## config.mk

```make
export PLATFORM = sky130hd
export DESIGN_NAME = hamming_dec_stream
export DESIGN_NICKNAME = d
export VERILOG_FILES = /design/src/rtl/hamming_dec_stream.sv
export SDC_FILE = /design/constraint.sdc
export NUM_CORES = 1
export LEC_CHECK = 0
export BUFFER_PORTS_ARGS = -buffer_cell sky130_fd_sc_hd__buf_2
export CAP_MARGIN = 40
export CORE_UTILIZATION = 55
export CTS_CLUSTER_SIZE = 28
export DETAILED_ROUTE_END_ITERATION = 12
export GPL_TIMING_DRIVEN = 0
export PLACE_DENSITY_LB_ADDON = 0.08
export SLEW_MARGIN = 20
export SYNTH_ARGS = -nofsm -noshare
export SYNTH_HDL_FRONTEND = slang
export SYNTH_SLANG_ARGS = --single-unit
```

## constraint.sdc

```tcl
create_clock -name clk -period 3.92 [get_ports clk]
set_input_delay 0.196 -clock clk [delete_from_list [all_inputs] [get_ports clk]]
set_output_delay 0.196 -clock clk [all_outputs]
set_load 0.005 [all_outputs]
```

## src/rtl/hamming_dec_stream.sv

```systemverilog
// Streaming Hamming(16,11) SECDED decoder: two input bytes (LSW, MSW) in, 11-bit data plus status out.
// Optional saturating error counters are built when HAMMING_DEC_ERR_CNT_EN is defined.
module hamming_dec_stream #(
   parameter int unsigned CNT_W = 8
) (
   input  logic             clk,
   input  logic             rst_n,
   input  logic             in_valid,
   output logic             in_ready,
   input  logic [7:0]       in_byte,
   output logic             out_valid,
   input  logic             out_ready,
   output logic [10:0]      out_data,
   output logic [1:0]       out_stat,
   output logic [3:0]       out_pos,
   output logic [CNT_W-1:0] cnt_sgl,
   output logic [CNT_W-1:0] cnt_dbl
);

   typedef enum logic [1:0] {S_LSW, S_MSW, S_CALC, S_OUT} state_t;

   state_t      state, state_nxt;
   logic        live;
   logic [7:0]  lsw_q, msw_q;
   logic [15:0] word, fixed;
   logic [3:0]  syn;
   logic        par;
   logic [10:0] data_c;
   logic [1:0]  stat_c;
   logic [3:0]  pos_c;
   logic        in_fire, out_fire;

   // Syndrome is the XOR of the indices of all set bits.
   always_comb begin
      word = {msw_q, lsw_q};
      syn  = '0;
      for (int unsigned i = 0; i < 16; i++) begin
         if (word[i]) syn = syn ^ 4'(i);
      end
      par    = ^word;
      fixed  = word;
      stat_c = 2'b00;
      pos_c  = '0;
      if (par) begin
         stat_c = 2'b01;
         pos_c  = syn;
         if (syn != 4'd0) fixed[syn] = ~word[syn];
      end else if (syn != 4'd0) begin
         stat_c = 2'b10;
         pos_c  = syn;
      end
      data_c = {fixed[15:9], fixed[7:5], fixed[3]};
   end

   always_comb begin
      state_nxt = state;
      in_ready  = 1'b0;
      out_valid = 1'b0;
      case (state)
         S_LSW: begin
            in_ready = live;
            if (in_valid && live) state_nxt = S_MSW;
         end
         S_MSW: begin
            in_ready = live;
            if (in_valid && live) state_nxt = S_CALC;
         end
         S_CALC: state_nxt = S_OUT;
         S_OUT: begin
            out_valid = 1'b1;
            if (out_ready) state_nxt = S_LSW;
         end
         default: state_nxt = S_LSW;
      endcase
   end

   assign in_fire  = in_valid & in_ready;
   assign out_fire = out_valid & out_ready;

   // live holds in_ready low until the first edge after reset release.
   always_ff @(posedge clk or negedge rst_n) begin
      if (!rst_n) begin
         state    <= S_LSW;
         live     <= 1'b0;
         lsw_q    <= '0;
         msw_q    <= '0;
         out_data <= '0;
         out_stat <= '0;
         out_pos  <= '0;
      end else begin
         state <= state_nxt;
         live  <= 1'b1;
         if (in_fire && state == S_LSW) lsw_q <= in_byte;
         if (in_fire && state == S_MSW) msw_q <= in_byte;
         if (state == S_CALC) begin
            out_data <= data_c;
            out_stat <= stat_c;
            out_pos  <= pos_c;
         end
      end
   end

`ifdef HAMMING_DEC_ERR_CNT_EN
   always_ff @(posedge clk or negedge rst_n) begin
      if (!rst_n) begin
         cnt_sgl <= '0;
         cnt_dbl <= '0;
      end else if (out_fire) begin
         if (out_stat == 2'b01 && cnt_sgl != '1) cnt_sgl <= cnt_sgl + CNT_W'(1);
         if (out_stat == 2'b10 && cnt_dbl != '1) cnt_dbl <= cnt_dbl + CNT_W'(1);
      end
   end
`else
   assign cnt_sgl = '0;
   assign cnt_dbl = '0;
`endif

endmodule

```

* Word level (Yosys, flattened, before mapping)
Index checks and enable logic that the tools add are counted.
** Storage, ports and cells
- Register bits :: 36
- Input port bits :: 12
- Output and inout bits :: 35
- Word-level logic and storage cells :: 72
** Cells by class
- Magnitude comparators :: 2
- Equal/unequal tests :: 6
- Muxes and demuxes :: 32
- Bitwise logic cells :: 16
- Reduce and logical (&&, ||, !) cells :: 9
** Operators by type and width (number)
- two-way mux 4 bit :: 10
- two-way mux 16 bit :: 2
- bitwise mux 16 bit :: 1
- XOR reduction 16 bit :: 1
- two-way mux 2 bit :: 7
- two-way mux 3 bit :: 4
- inverter 2 bit :: 6
- inverter 3 bit :: 4
- case mux 2 bit (4 select lines) :: 1
- inequality test 2 bit (second input constant) :: 3
- < comparator 4 x 5 -> 1 bit (second input constant) :: 1
- two-way mux 1 bit :: 5
- binary-select mux 1 bit (select 4 bit) :: 1
- demux 1 bit (select 4 bit) :: 1
- == test 2 bit (second input constant) :: 2
- greater-or-equal comparator 4 x 1 -> 1 bit (second input constant) :: 1
- logical AND 1 bit :: 4
- inverter 4 bit :: 1
- nonzero test 4 bit :: 1
- inverter 1 bit (first input constant) :: 3
- AND reduction 3 bit :: 1
- == test 2 x 1 -> 1 bit (second input constant) :: 1
- zero test 2 bit :: 1
- OR reduction 2 bit :: 1
- 2 further kinds :: 2

* Longest topological paths before layout
- Depth in word-level cells :: 33
- Gate-level depth with buffers :: 8

* Worst setup path before layout
No wires, ideal clock.
- Kind :: register to register
- Start :: register msw_q[5]
- End :: register out_data[0]
- Library setup time :: 0.082 ns
- Arrival :: 2.165 ns
- Data required time :: 3.838 ns
- Path slack :: 1.673 ns
- Cell stages (with the launch flop) :: 8
- Buffers on the path :: 0
- Cell sequence :: dfrtp_1 > xnor2_2 > xnor3_1 > xor2_1 > nand2_1 > nor3_1 > o21ai_0 > a31oi_1
** Between the ends
- Word-level cells in the longest chain between the ends :: 12
- Elaborated cells between the ends (all ways) :: 18
- Those cells by class :: 2 x order compare; 10 x mux; 3 x bitwise; 3 x reduce/logical
** Ends and longest elaborated chain
- start: declaration :: RTL line 24 : logic [7:0] lsw_q, msw_q;
- start signal: assignment :: RTL line 94 : if (in_fire && state == S_MSW) msw_q <= in_byte;
- two-way mux 4 bit :: RTL line 38 : if (word[i]) syn = syn ^ 4'(i);
- inverter 3 bit (no source line)
- two-way mux 4 bit :: RTL line 38
- inverter 4 bit (no source line)
- two-way mux 4 bit :: RTL line 38
- < comparator 4 x 5 -> 1 bit (not written as such) / greater-or-equal comparator 4 x 1 -> 1 bit (equally long branches) :: RTL line 47 : if (syn != 4'd0) fixed[syn] = ~word[syn];
- logical AND 1 bit (not written as such) :: RTL line 47
- two-way mux 1 bit (not written as such) :: RTL line 47
- demux 1 bit (select 4 bit) :: RTL line 47
- bitwise mux 16 bit :: RTL line 47
- two-way mux 16 bit :: RTL line 47
- two-way mux 16 bit (*) :: RTL line 44 : if (par) begin
- end signal: assignment :: RTL line 96 : out_data <= data_c;
- end: declaration :: RTL line 13 : output logic [10:0] out_data,
Every way passes the cells marked *; elsewhere a longest branch is shown, timed or not. The select of a mux whose other input is x is not followed.
A chain may end at the register's enable or synchronous reset.

* Final worst setup path
Ends and elaborated chain as after synthesis.

==> impl_metrics.yaml <==
outcome:
  status: "completed"
yosys:
  synth-edff-count: 0
  post_synth_num_cell_types: 48
  synth_cells: 241
  synth_area_leader_cell: "dfrtp_1"
  syn_area_um2: 2420
  yosysWarnings: 0
  synth_common_cells: "36 x dfrtp_1, 27 x nor2_1, 17 x xnor2_1, 16 x buf_4, 16 x mux2_2"
  seq_area_frac_synth_pct: 37.2
  synth.most_common_cell: "dfrtp_1"
  synth_flop_cell: "dfrtp_1"
  synthTopCellsByArea: "dfrtp_1 37%, mux2_2 7.4%, xnor2_1 6.2%, buf_4 5.0%, xnor2_2 4.7%"
  synth-seq-cells: 36
  yosysTopAreaCellShare_pct: 37.2
  synth-async-reset-ratio_pct: 100
  syn_avg_cell_area_um2: 10.0
timing:
  hold_viol: 0
  fin_crit_ns: 2.84
  finalCritPeriodShare_pct: 72.3
  tns_ns: 0
  rsz0062_at_grt: "no"
  max-slew-margin-rel_pct: 48.2
  maxSlewViolCount: 0
  worst_pin_slew_ns: 0.772
  setup_viol: 0
  fmaxAchievable_ghz: 0.353
  finalClockSkew_ns: 0.00557
critical_path:
  crit_family: "XOR/XNOR gates"
  crit_slowest_cell: "xnor2_1"
  r2r_start: "msw_q[5]"
  path_class: "flop to flop"
  required_ns: 4.14
  start_kind: "flop"
  end_kind: "flop"
  slowest_delay_ns: 0.67
  crit_arrival_ns: 3.06
  cp_max_fo: 7
  worstPathCellList: "xnor2_2, xnor3_1, xnor2_1, nor2_1, a221oi_1, o21ai_0, a31oi_1"
  cp-startpoint: "msw_q[5]"
  cp.buffers_inverters: 0
drt:
  wl_per_cell_um: 14.4
  ant_nets: 0
  drt_first_pass_iters: 4
  drtIter0Drc: 95
  drt-total-wl_um: 4970
  num_vias: 1837
  drc: 0
  vias_per_cell: 5.31
cts:
  cts_setup_buffers: 0
  clkSlewWorstSetupHoldPaths_ns: 0.07
  htreeDepth: 2
  clock_sinks: 36
  numCtsBuffers: 5
  root_buffer: "clkbuf_8"
  cts_buffer_depth: 2
  cts_tree: "built"
  clk_latency_ns: 0.29
die:
  die_area_um2: 4670
  placement_rows: 23
  die_w_um: 68.3
  ios: 47
  die_h_um: 68.3
  start_util_pct: 58.8
  core_region_area_um2: 4120
global_route:
  grt_pass1_vias: 1673
  grt_antenna_before_repair: 0
  grt_pass1_wl_um: 8200
  grtUsageTotal_pct: 24.6
  grt_max_degree: 37
  grt_overflow: 0
cells_and_area:
  antennaDiodeCount: 0
  layout-area-overhead-vs-synth_pct: 17.1
  fin_nets: 311
  fin_cells: 346
  layout-drive-gt1-share_pct: 31.1
placed_design:
  dpl.cell_count: 336
  dp_hpwl_um: 3610
  io_buffers: 30
  gp_congestion: 0.915
run:
  drv_cap: 0
worst_hold_path:
  hp-class: "input pin to flop"
  worstHoldStart: "in_byte[3]"
routing by layer:
layer / GRT usage, % / vias to the layer above / part of all wire, %
met5: 0 / - / 0
met4: 11.5 / 0 / 2.5
met3: 5.67 / 14 / 4.7
met2: 37.3 / 60 / 47
met1: 33.2 / 844 / 46
li1: - / 919 / -
what timing repair did:
item,in CTS,in global routing
gates resized for setup,0,0
hold buffers,0,1
hold endpoints to repair,0,16
worst reg2reg max path, stage by stage (launching register included):
cell and delay, ns:
dfrtp_1 0.47, xnor2_2 0.35, xnor3_1 0.52, xnor2_1 0.67, nor2_1 0.09, a221oi_1 0.36
o21ai_0 0.14, a31oi_1 0.17
cell usage in the layout, fill, tap and decap left out, drive strengths merged, types with 4 or more instances in the layout:
cell	count
a21oi	14
a31oi	6
buf	50
clkbuf	10
conb	17
dfrtp	36
ha	4
inv	7
mux2	16
nand2	8
nand3	6
nor2	27
o21ai	15
xnor2	25
xor2	9
cells by family (layout without fill, tap and decap cells):
family	Yosys count	in the layout	synth area share, %
DFF	36	36	37.2
xor gates and xnor gates	36	36	18.3
muxes	17	17	7.86
adders and majority gates	5	5	2.48
and+or+nand+nor	63	63	12.4
other	2	17	0.310
AOI/OAI and AO/OA	52	52	13.9
buffers and inverters	30	70	7.55
per-stage QoR:
step / utilization (%) / worst slack [ns] / area [um2] / hold slack [ns]
6_report: 68.9 / 1.08 / 2830 / 0.146
5_1_grt: 68.9 / 0.860 / 2830 / 0.145
3_3_place_gp: 65.3 / 1.15 / 2690 / 0.325
4_1_cts: 68.0 / 1.12 / 2800 / 0.0109
3_5_place_dp: 65.3 / 1.15 / 2690 / 0.330
2_1_floorplan: - / 1.67 / 2480 / -0.0996
final timing paths:
kind	slack, ns	cells past startpoint	end
max in group asynchronous	3.09	3	msw_q[6]
min in group asynchronous	0.39	2	out_stat[1]
setup / recovery	1.08	7	out_data[0]
hold reg to reg	0.52	2	out_stat[1]
setup reg to reg	1.08	7	out_data[0]
hold / removal	0.15	2	lsw_q[3]
sequential cells by signal, summed over array words and instances, names as in the netlist:
signal and count:
lsw_q 8, state 2, live 1, out_data 11, out_pos 4, out_stat 2
msw_q 8
cell type report:
type                    instances  area (um2)
plain buffers                  23         156
clock buffers                   6        72.6
clock inverters                 2        35.0
fillers                       333        1280
inverters                       7        26.3
multi-input cells             190        1390
flip-flops and latches         36         901
well taps                      50        62.6
repair buffers                 32         188
Power is left out: the tool's default activity adds up to more than one toggle a clock period on the data nets, which glitch-free logic cannot reach.
